[src/rtl/pio_core_if.sv]
// pio_core_if: AXI4-Lite control-port bundle (32-bit address/data) with master and slave views.
interface pio_core_if;
  logic        awvalid;
  logic        awready;
  logic [31:0] awaddr;
  logic [2:0]  awprot;
  logic        wvalid;
  logic        wready;
  logic [31:0] wdata;
  logic [3:0]  wstrb;
  logic        bvalid;
  logic        bready;
  logic [1:0]  bresp;
  logic        arvalid;
  logic        arready;
  logic [31:0] araddr;
  logic [2:0]  arprot;
  logic        rvalid;
  logic        rready;
  logic [31:0] rdata;
  logic [1:0]  rresp;
  modport slave (
    input  awvalid, awaddr, awprot, wvalid, wdata, wstrb, bready, arvalid, araddr, arprot, rready,
    output awready, wready, bvalid, bresp, arready, rvalid, rdata, rresp
  );
  modport master (
    output awvalid, awaddr, awprot, wvalid, wdata, wstrb, bready, arvalid, araddr, arprot, rready,
    input  awready, wready, bvalid, bresp, arready, rvalid, rdata, rresp
  );
endinterface

[src/rtl/pio_core.sv]
// pio_core: AXI4-Lite GPIO block with edge-pending interrupts; PIO_SYNC_EN selects a 2-flop input synchronizer.
module pio_core #(
  parameter int WIDTH = 10
) (
  input  logic             clk,
  input  logic             reset,
  pio_core_if.slave        t_ctrl,
  output logic             irq0,
  output logic             irq1,
  output logic [WIDTH-1:0] odata,
  output logic [WIDTH-1:0] oenable,
  input  logic [WIDTH-1:0] idata
);
  logic             aw_held_q, aw_held_d, w_held_q, w_held_d;
  logic [2:0]       aw_addr_q, aw_addr_d;
  logic [WIDTH-1:0] w_data_q, w_data_d;
  logic [3:0]       w_strb_q, w_strb_d;
  logic             bvalid_q, bvalid_d, rvalid_q, rvalid_d;
  logic [31:0]      rdata_q, rdata_d, rd32;
  logic [WIDTH-1:0] odata_q, odata_d, oen_q, oen_d, rie_q, rie_d, fie_q, fie_d;
  logic [WIDTH-1:0] rip_q, rip_d, fip_q, fip_d, s_q, s_d, sp_q, sp_d;
  logic [WIDTH-1:0] wm, wr, rsel, clr_r, clr_f;
  logic             commit, aw_fire, w_fire, ar_fire;
  logic             unused_ok;
`ifdef PIO_SYNC_EN
  logic [WIDTH-1:0] meta_q;
`endif
  for (genvar i = 0; i < WIDTH; i++) begin : g_wm
    assign wm[i] = w_strb_q[i/8];
  end
  always_comb begin
    commit    = aw_held_q & w_held_q & ~bvalid_q;
    aw_fire   = t_ctrl.awvalid & ~aw_held_q;
    w_fire    = t_ctrl.wvalid & ~w_held_q;
    ar_fire   = t_ctrl.arvalid & ~rvalid_q;
    aw_held_d = aw_fire | (aw_held_q & ~commit);
    aw_addr_d = aw_fire ? t_ctrl.awaddr[4:2] : aw_addr_q;
    w_held_d  = w_fire | (w_held_q & ~commit);
    w_data_d  = w_fire ? t_ctrl.wdata[WIDTH-1:0] : w_data_q;
    w_strb_d  = w_fire ? t_ctrl.wstrb : w_strb_q;
    bvalid_d  = commit | (bvalid_q & ~t_ctrl.bready);
    rsel = t_ctrl.araddr[4:2] == 3'd0 ? odata_q :
           t_ctrl.araddr[4:2] == 3'd1 ? oen_q :
           t_ctrl.araddr[4:2] == 3'd2 ? s_q :
           t_ctrl.araddr[4:2] == 3'd3 ? rie_q :
           t_ctrl.araddr[4:2] == 3'd4 ? fie_q :
           t_ctrl.araddr[4:2] == 3'd5 ? rip_q :
           t_ctrl.araddr[4:2] == 3'd6 ? fip_q : '0;
    rd32 = '0;
    rd32[WIDTH-1:0] = rsel;
    rvalid_d = ar_fire | (rvalid_q & ~t_ctrl.rready);
    rdata_d  = ar_fire ? rd32 : rdata_q;
    wr      = w_data_q & wm;
    odata_d = (commit && aw_addr_q == 3'd0) ? (odata_q & ~wm) | wr : odata_q;
    oen_d   = (commit && aw_addr_q == 3'd1) ? (oen_q & ~wm) | wr : oen_q;
    rie_d   = (commit && aw_addr_q == 3'd3) ? (rie_q & ~wm) | wr : rie_q;
    fie_d   = (commit && aw_addr_q == 3'd4) ? (fie_q & ~wm) | wr : fie_q;
    clr_r   = (commit && aw_addr_q == 3'd5) ? wr : '0;
    clr_f   = (commit && aw_addr_q == 3'd6) ? wr : '0;
    // edge set is OR-ed after the clear so a same-cycle edge wins
    rip_d   = (rip_q & ~clr_r) | (s_q & ~sp_q);
    fip_d   = (fip_q & ~clr_f) | (~s_q & sp_q);
`ifdef PIO_SYNC_EN
    s_d = meta_q;
`else
    s_d = idata;
`endif
    sp_d = s_q;
  end
  always_ff @(posedge clk or posedge reset) begin
    if (reset) begin
      aw_held_q <= 1'b0;
      aw_addr_q <= '0;
      w_held_q  <= 1'b0;
      w_data_q  <= '0;
      w_strb_q  <= '0;
      bvalid_q  <= 1'b0;
      rvalid_q  <= 1'b0;
      rdata_q   <= '0;
      odata_q   <= '0;
      oen_q     <= '0;
      rie_q     <= '0;
      fie_q     <= '0;
      rip_q     <= '0;
      fip_q     <= '0;
      s_q       <= '0;
      sp_q      <= '0;
`ifdef PIO_SYNC_EN
      meta_q    <= '0;
`endif
    end else begin
      aw_held_q <= aw_held_d;
      aw_addr_q <= aw_addr_d;
      w_held_q  <= w_held_d;
      w_data_q  <= w_data_d;
      w_strb_q  <= w_strb_d;
      bvalid_q  <= bvalid_d;
      rvalid_q  <= rvalid_d;
      rdata_q   <= rdata_d;
      odata_q   <= odata_d;
      oen_q     <= oen_d;
      rie_q     <= rie_d;
      fie_q     <= fie_d;
      rip_q     <= rip_d;
      fip_q     <= fip_d;
      s_q       <= s_d;
      sp_q      <= sp_d;
`ifdef PIO_SYNC_EN
      meta_q    <= idata;
`endif
    end
  end
  assign t_ctrl.awready = ~aw_held_q;
  assign t_ctrl.wready  = ~w_held_q;
  assign t_ctrl.bvalid  = bvalid_q;
  assign t_ctrl.bresp   = 2'b00;
  assign t_ctrl.arready = ~rvalid_q;
  assign t_ctrl.rvalid  = rvalid_q;
  assign t_ctrl.rdata   = rdata_q;
  assign t_ctrl.rresp   = 2'b00;
  assign irq0    = |(rip_q & rie_q);
  assign irq1    = |(fip_q & fie_q);
  assign odata   = odata_q;
  assign oenable = oen_q;
  assign unused_ok = ^{t_ctrl.awaddr[31:5], t_ctrl.awaddr[1:0], t_ctrl.araddr[31:5], t_ctrl.araddr[1:0],
                       t_ctrl.awprot, t_ctrl.arprot, t_ctrl.wdata, w_strb_q};
endmodule

[src/flat_wrapper.sv]
// flat-port wrapper written by rule: the top's interface ports become plain ports
module pio_core_flat 
#(
  parameter int WIDTH = 10
)
  (clk, reset, irq0, irq1, odata, oenable, idata, t_ctrl_awvalid, t_ctrl_awaddr, t_ctrl_awprot, t_ctrl_wvalid, t_ctrl_wdata, t_ctrl_wstrb, t_ctrl_bready, t_ctrl_arvalid, t_ctrl_araddr, t_ctrl_arprot, t_ctrl_rready, t_ctrl_awready, t_ctrl_wready, t_ctrl_bvalid, t_ctrl_bresp, t_ctrl_arready, t_ctrl_rvalid, t_ctrl_rdata, t_ctrl_rresp);
  pio_core_if t_ctrl_i ();
  input  logic clk;
  input  logic reset;
  output logic irq0;
  output logic irq1;
  output logic [WIDTH-1:0] odata;
  output logic [WIDTH-1:0] oenable;
  input  logic [WIDTH-1:0] idata;
  input wire logic [$bits(t_ctrl_i.awvalid)-1:0] t_ctrl_awvalid;
  input wire logic [$bits(t_ctrl_i.awaddr)-1:0] t_ctrl_awaddr;
  input wire logic [$bits(t_ctrl_i.awprot)-1:0] t_ctrl_awprot;
  input wire logic [$bits(t_ctrl_i.wvalid)-1:0] t_ctrl_wvalid;
  input wire logic [$bits(t_ctrl_i.wdata)-1:0] t_ctrl_wdata;
  input wire logic [$bits(t_ctrl_i.wstrb)-1:0] t_ctrl_wstrb;
  input wire logic [$bits(t_ctrl_i.bready)-1:0] t_ctrl_bready;
  input wire logic [$bits(t_ctrl_i.arvalid)-1:0] t_ctrl_arvalid;
  input wire logic [$bits(t_ctrl_i.araddr)-1:0] t_ctrl_araddr;
  input wire logic [$bits(t_ctrl_i.arprot)-1:0] t_ctrl_arprot;
  input wire logic [$bits(t_ctrl_i.rready)-1:0] t_ctrl_rready;
  output wire logic [$bits(t_ctrl_i.awready)-1:0] t_ctrl_awready;
  output wire logic [$bits(t_ctrl_i.wready)-1:0] t_ctrl_wready;
  output wire logic [$bits(t_ctrl_i.bvalid)-1:0] t_ctrl_bvalid;
  output wire logic [$bits(t_ctrl_i.bresp)-1:0] t_ctrl_bresp;
  output wire logic [$bits(t_ctrl_i.arready)-1:0] t_ctrl_arready;
  output wire logic [$bits(t_ctrl_i.rvalid)-1:0] t_ctrl_rvalid;
  output wire logic [$bits(t_ctrl_i.rdata)-1:0] t_ctrl_rdata;
  output wire logic [$bits(t_ctrl_i.rresp)-1:0] t_ctrl_rresp;
  assign t_ctrl_i.awvalid = t_ctrl_awvalid;
  assign t_ctrl_i.awaddr = t_ctrl_awaddr;
  assign t_ctrl_i.awprot = t_ctrl_awprot;
  assign t_ctrl_i.wvalid = t_ctrl_wvalid;
  assign t_ctrl_i.wdata = t_ctrl_wdata;
  assign t_ctrl_i.wstrb = t_ctrl_wstrb;
  assign t_ctrl_i.bready = t_ctrl_bready;
  assign t_ctrl_i.arvalid = t_ctrl_arvalid;
  assign t_ctrl_i.araddr = t_ctrl_araddr;
  assign t_ctrl_i.arprot = t_ctrl_arprot;
  assign t_ctrl_i.rready = t_ctrl_rready;
  assign t_ctrl_awready = t_ctrl_i.awready;
  assign t_ctrl_wready = t_ctrl_i.wready;
  assign t_ctrl_bvalid = t_ctrl_i.bvalid;
  assign t_ctrl_bresp = t_ctrl_i.bresp;
  assign t_ctrl_arready = t_ctrl_i.arready;
  assign t_ctrl_rvalid = t_ctrl_i.rvalid;
  assign t_ctrl_rdata = t_ctrl_i.rdata;
  assign t_ctrl_rresp = t_ctrl_i.rresp;
  pio_core #(.WIDTH(WIDTH)) u_core (.clk(clk), .reset(reset), .t_ctrl(t_ctrl_i), .irq0(irq0), .irq1(irq1), .odata(odata), .oenable(oenable), .idata(idata));
endmodule
[config.mk]
export PLATFORM = sky130hd
export DESIGN_NAME = pio_core_flat
export DESIGN_NICKNAME = d
export VERILOG_FILES = /design/src/rtl/pio_core_if.sv /design/src/rtl/pio_core.sv /design/src/flat_wrapper.sv
export SDC_FILE = /design/constraint.sdc
export NUM_CORES = 1
export LEC_CHECK = 0
export BUFFER_PORTS_ARGS = -buffer_cell sky130_fd_sc_hd__buf_2
export CAP_MARGIN = 0
export CORE_MARGIN = 3
export CORE_UTILIZATION = 49
export CTS_BUF_LIST = sky130_fd_sc_hd__clkbuf_16
export DETAILED_ROUTE_END_ITERATION = 16
export PLACE_DENSITY_LB_ADDON = 0.12
export SLEW_MARGIN = 15
export SYNTH_ARGS = -nofsm -noshare
export SYNTH_HDL_FRONTEND = slang
export SYNTH_SLANG_ARGS = --single-unit
[constraint.sdc]
create_clock -name clk -period 4.55 [get_ports clk]
set_clock_uncertainty 0.05 [all_clocks]
set_input_delay 0.6825 -clock clk [delete_from_list [all_inputs] [get_ports clk]]
set_output_delay 0.6825 -clock clk [all_outputs]
set_load 0.01 [all_outputs]
==> impl_metrics.csv <==
group,metric,value,unit
timing,fin_hold_ws,0.3767,ns
yosys,ys_top_cells_by_count,"109 x dfrtp_1, 52 x mux2_2, 36 x nand2_1",
yosys,synthArstFlopShare,1.000,
yosys,synth_area,4954,um2
place,placed_area,5329,um2
setup_path,worstPathArrival,1.73,ns
yosys,postSynthAreaPerCell,11.60,um2
yosys,synth_cell_types,38,
job,maxCapViolCount,0,
yosys,synth-simple-area-share,0.1096,
grt,grt_use_total,0.2049,
final_layout,final_area,5613,um2
cts,cts-resized-gates,0,
floorplanning,coreArea,9819,um2
timing,final-hold-violation-count,0,
cts,hold_buffers,0,
yosys,synth_top_area_cell,"dfrtp_1",
run_status,status,"finished clean",
drt,wl_met2,5528,um
yosys,ys.warnings.count,0,
setup_path,cp.buffers_inverters,1,
cts,cts.clk_slew.worst_paths,0.08,ns
yosys,ys_seq_area_frac,0.5506,
final_layout,n_fill_cell,898,
final_layout,multi_input_area,1972,um2
timing,fin_tns_setup,0,ns
yosys,syn_inst,427,
drt,m1WireLength,4642,um
timing,setup_viol,0,
cts,clock-root-buffer,"clkbuf_16",
yosys,synth_mux_area_frac,0.1430,
cts,numCtsBuffers,9,
grt,overflow,0,
drt,dr.max_layer_used,"met4",
floorplanning,die_y,106.5,um
setup_path,crit_fanout,3,
grt,grt_first_pass_wirelength,17900,um
yosys,synthAdderAreaFrac,0,
yosys,postSynth.topFlopCell,"dfrtp_1",
drt,wl_per_cell,17.15,um
timing,max_slew_margin,0.3072,
timing,final.period_utilization,0.5409,
yosys,synth_top_family_by_area,"multiplexers",
yosys,synthXorXnorAreaFrac,0,
cts,ctsHtreeMaxLevel,3,
timing,worst_slew_pin_slew,1.036,ns
drt,route.met3.wl,480,um
place,hpwl,7865,um
yosys,synth_top_area_frac,0.5506,
setup_path,cp_top_family,"compound AO/OA/AOI/OAI gates",
timing,fmax,406.3,MHz
drt,drt_first_iter_violations,165,
setup_path,critPathCaptureType,"primary output",
power_and_ir_drop,leakagePower,2.603,nW
floorplanning,fp.dieArea,11350,um2
power_and_ir_drop,powerDensity,565.3,nW/um2
cts,cts_tree,"done",
setup_path,cp_slowest_stage_delay,0.40,ns
drt,drc,0,
setup_path,cp_slowest_cell,"dfrtp_1",
cts,clk_latency,0.35,ns
final_layout,diodes,0,
setup_path,cp_cell_sequence,"a22o_1 -> a221oi_1 -> nand4_1 -> buf_2",
cts,cts.sinks,109,
yosys,synth-seq-cells,109,
cts,post_cts_buffers,0,
final_layout,drive_gt1_frac,0.3040,
setup_path,startpoint_type,"flop",
grt,grt_pass1_vias,3436,
floorplanning,rows,36,
place,port_buffers,71,
power_and_ir_drop,totalPowerFinal,0.003173,W
yosys,post-synth-top-count-cell,"dfrtp_1",
min_path,hold_class,"in2reg",
drt,ant_nets,0,
timing,post-route-min-period,2.461,ns
grt,antenna_found_initial,0,
setup_path,crit_type,"reg2out",
drt,dr.pass1.iters,4,
yosys,synth_edf_count,0,
grt,grt_max_degree,79,
drt,vias_per_cell,5.344,
final_layout,nNetsFinal,618,
final_layout,ff_latch_area,2728,um2
floorplanning,ios,186,
drt,via_count,3383,
place,place_congestion,0.7807,
yosys,synth_compound_area_frac,0.1258,
final_layout,areaGrowthSynthToFinish,13.31,%
setup_path,crit_required,3.82,ns
timing,rsz0062_at_grt,"no",
drt,routed_wl,10860,um
floorplanning,die_x,106.5,um
cts,cts_max_path_buffers,2,
power_and_ir_drop,vdd_drop_max,0.0003832,V
floorplanning,start_util,0.5045,
yosys,synth_area_leaders,"dfrtp_1 55%, mux2_2 12%, buf_4 3.9%",
timing,maxSlewViolCount,0,
-- stage by stage --
stage,setup WS [ns],std cells,utilization
final,2.089,633,0.5716
after CTS,2.123,633,0.5716
after detailed placement,2.044,617,0.5427
after floorplan,0.9436,452,-
after global placement,2.137,617,0.5427
after global routing,2.029,633,0.5716
-- placed cells by master (no fill, tap or decap), types with 2 or more instances in the layout --
master,instances
a21oi_1,30
a221oi_1,2
a22o_1,12
a22oi_1,6
and2b_1,2
buf_2,71
clkbuf_16,9
clkinv_4,3
clkinvlp_4,2
conb_1,26
dfrtp_1,109
inv_1,24
inv_6,2
mux2_1,2
mux2_2,52
mux2i_1,10
nand2_1,36
nand2_2,2
nand2b_1,2
nand3b_1,10
nand4_1,4
nor2_1,10
nor2b_1,14
nor3b_2,2
o21a_1,2
o21ai_0,23
o221ai_1,10
o2bb2ai_1,10
-- area by class of cell --
cell class                 instances  share of cell area
clock inverter                     7             0.01048
sequential                       109              0.4860
timing repair buffer              72             0.06465
multi-input combinational        277              0.3513
inverter                          26             0.01783
clock buffer                       9             0.04012
tap                              133             0.02965
-- worst reg2reg max path, delay by kind of cell, from the launching register on --
kind,cells,cell delay (ns)
AND/OR/NAND/NOR,3,1.32
flip-flops,1,0.40
AO/OA/AOI/OAI,1,0.16
-- cell families (layout without fill, tap and decap cells) --
| kind of cell | count (synthesis) | in the layout |
|---|---|---|
| AO/OA/AOI/OAI | 95 | 95 |
| flip-flops | 109 | 109 |
| buffers and inverters | 66 | 114 |
| other | 1 | 26 |
| AND/OR/NAND/NOR | 92 | 92 |
| multiplexers | 64 | 64 |
-- final timing paths --
| path | start | end | cells after the start | slack, ns |
|---|---|---|---|---|
| setup / recovery | flop | irq1 | 4 | 2.09 |
| hold / removal | idata[2] | u_core.s_q[2] | 1 | 0.38 |
| setup reg to reg | u_core.t_ctrl.bvalid | u_core.fip_q[4] | 4 | 2.51 |
| hold reg to reg | u_core.s_q[4] | u_core.sp_q[4] | 0 | 0.39 |
| max in group asynchronous | reset | u_core.sp_q[7] | 3 | 3.02 |
| min in group asynchronous | reset | asynchronous set/reset pin | 2 | 0.48 |
-- layer usage --
layer | vias to the layer above | track usage
li1 | 1595 | -
met3 | 16 | 0.04493
met2 | 92 | 0.3493
met5 | - | 0
met1 | 1680 | 0.2582
met4 | 0 | 0.07123
-- power breakdown --
group | switching (W) | internal (W) | total (W)
Sequential | 0.000319 | 0.00126 | 0.00158
Clock | 0.000365 | 0.000378 | 0.000743
Combinational | 0.000407 | 0.000442 | 0.000849
Total | 0.00109 | 0.00208 | 0.00317
No activity file was read; power rests on OpenSTA's default activity.
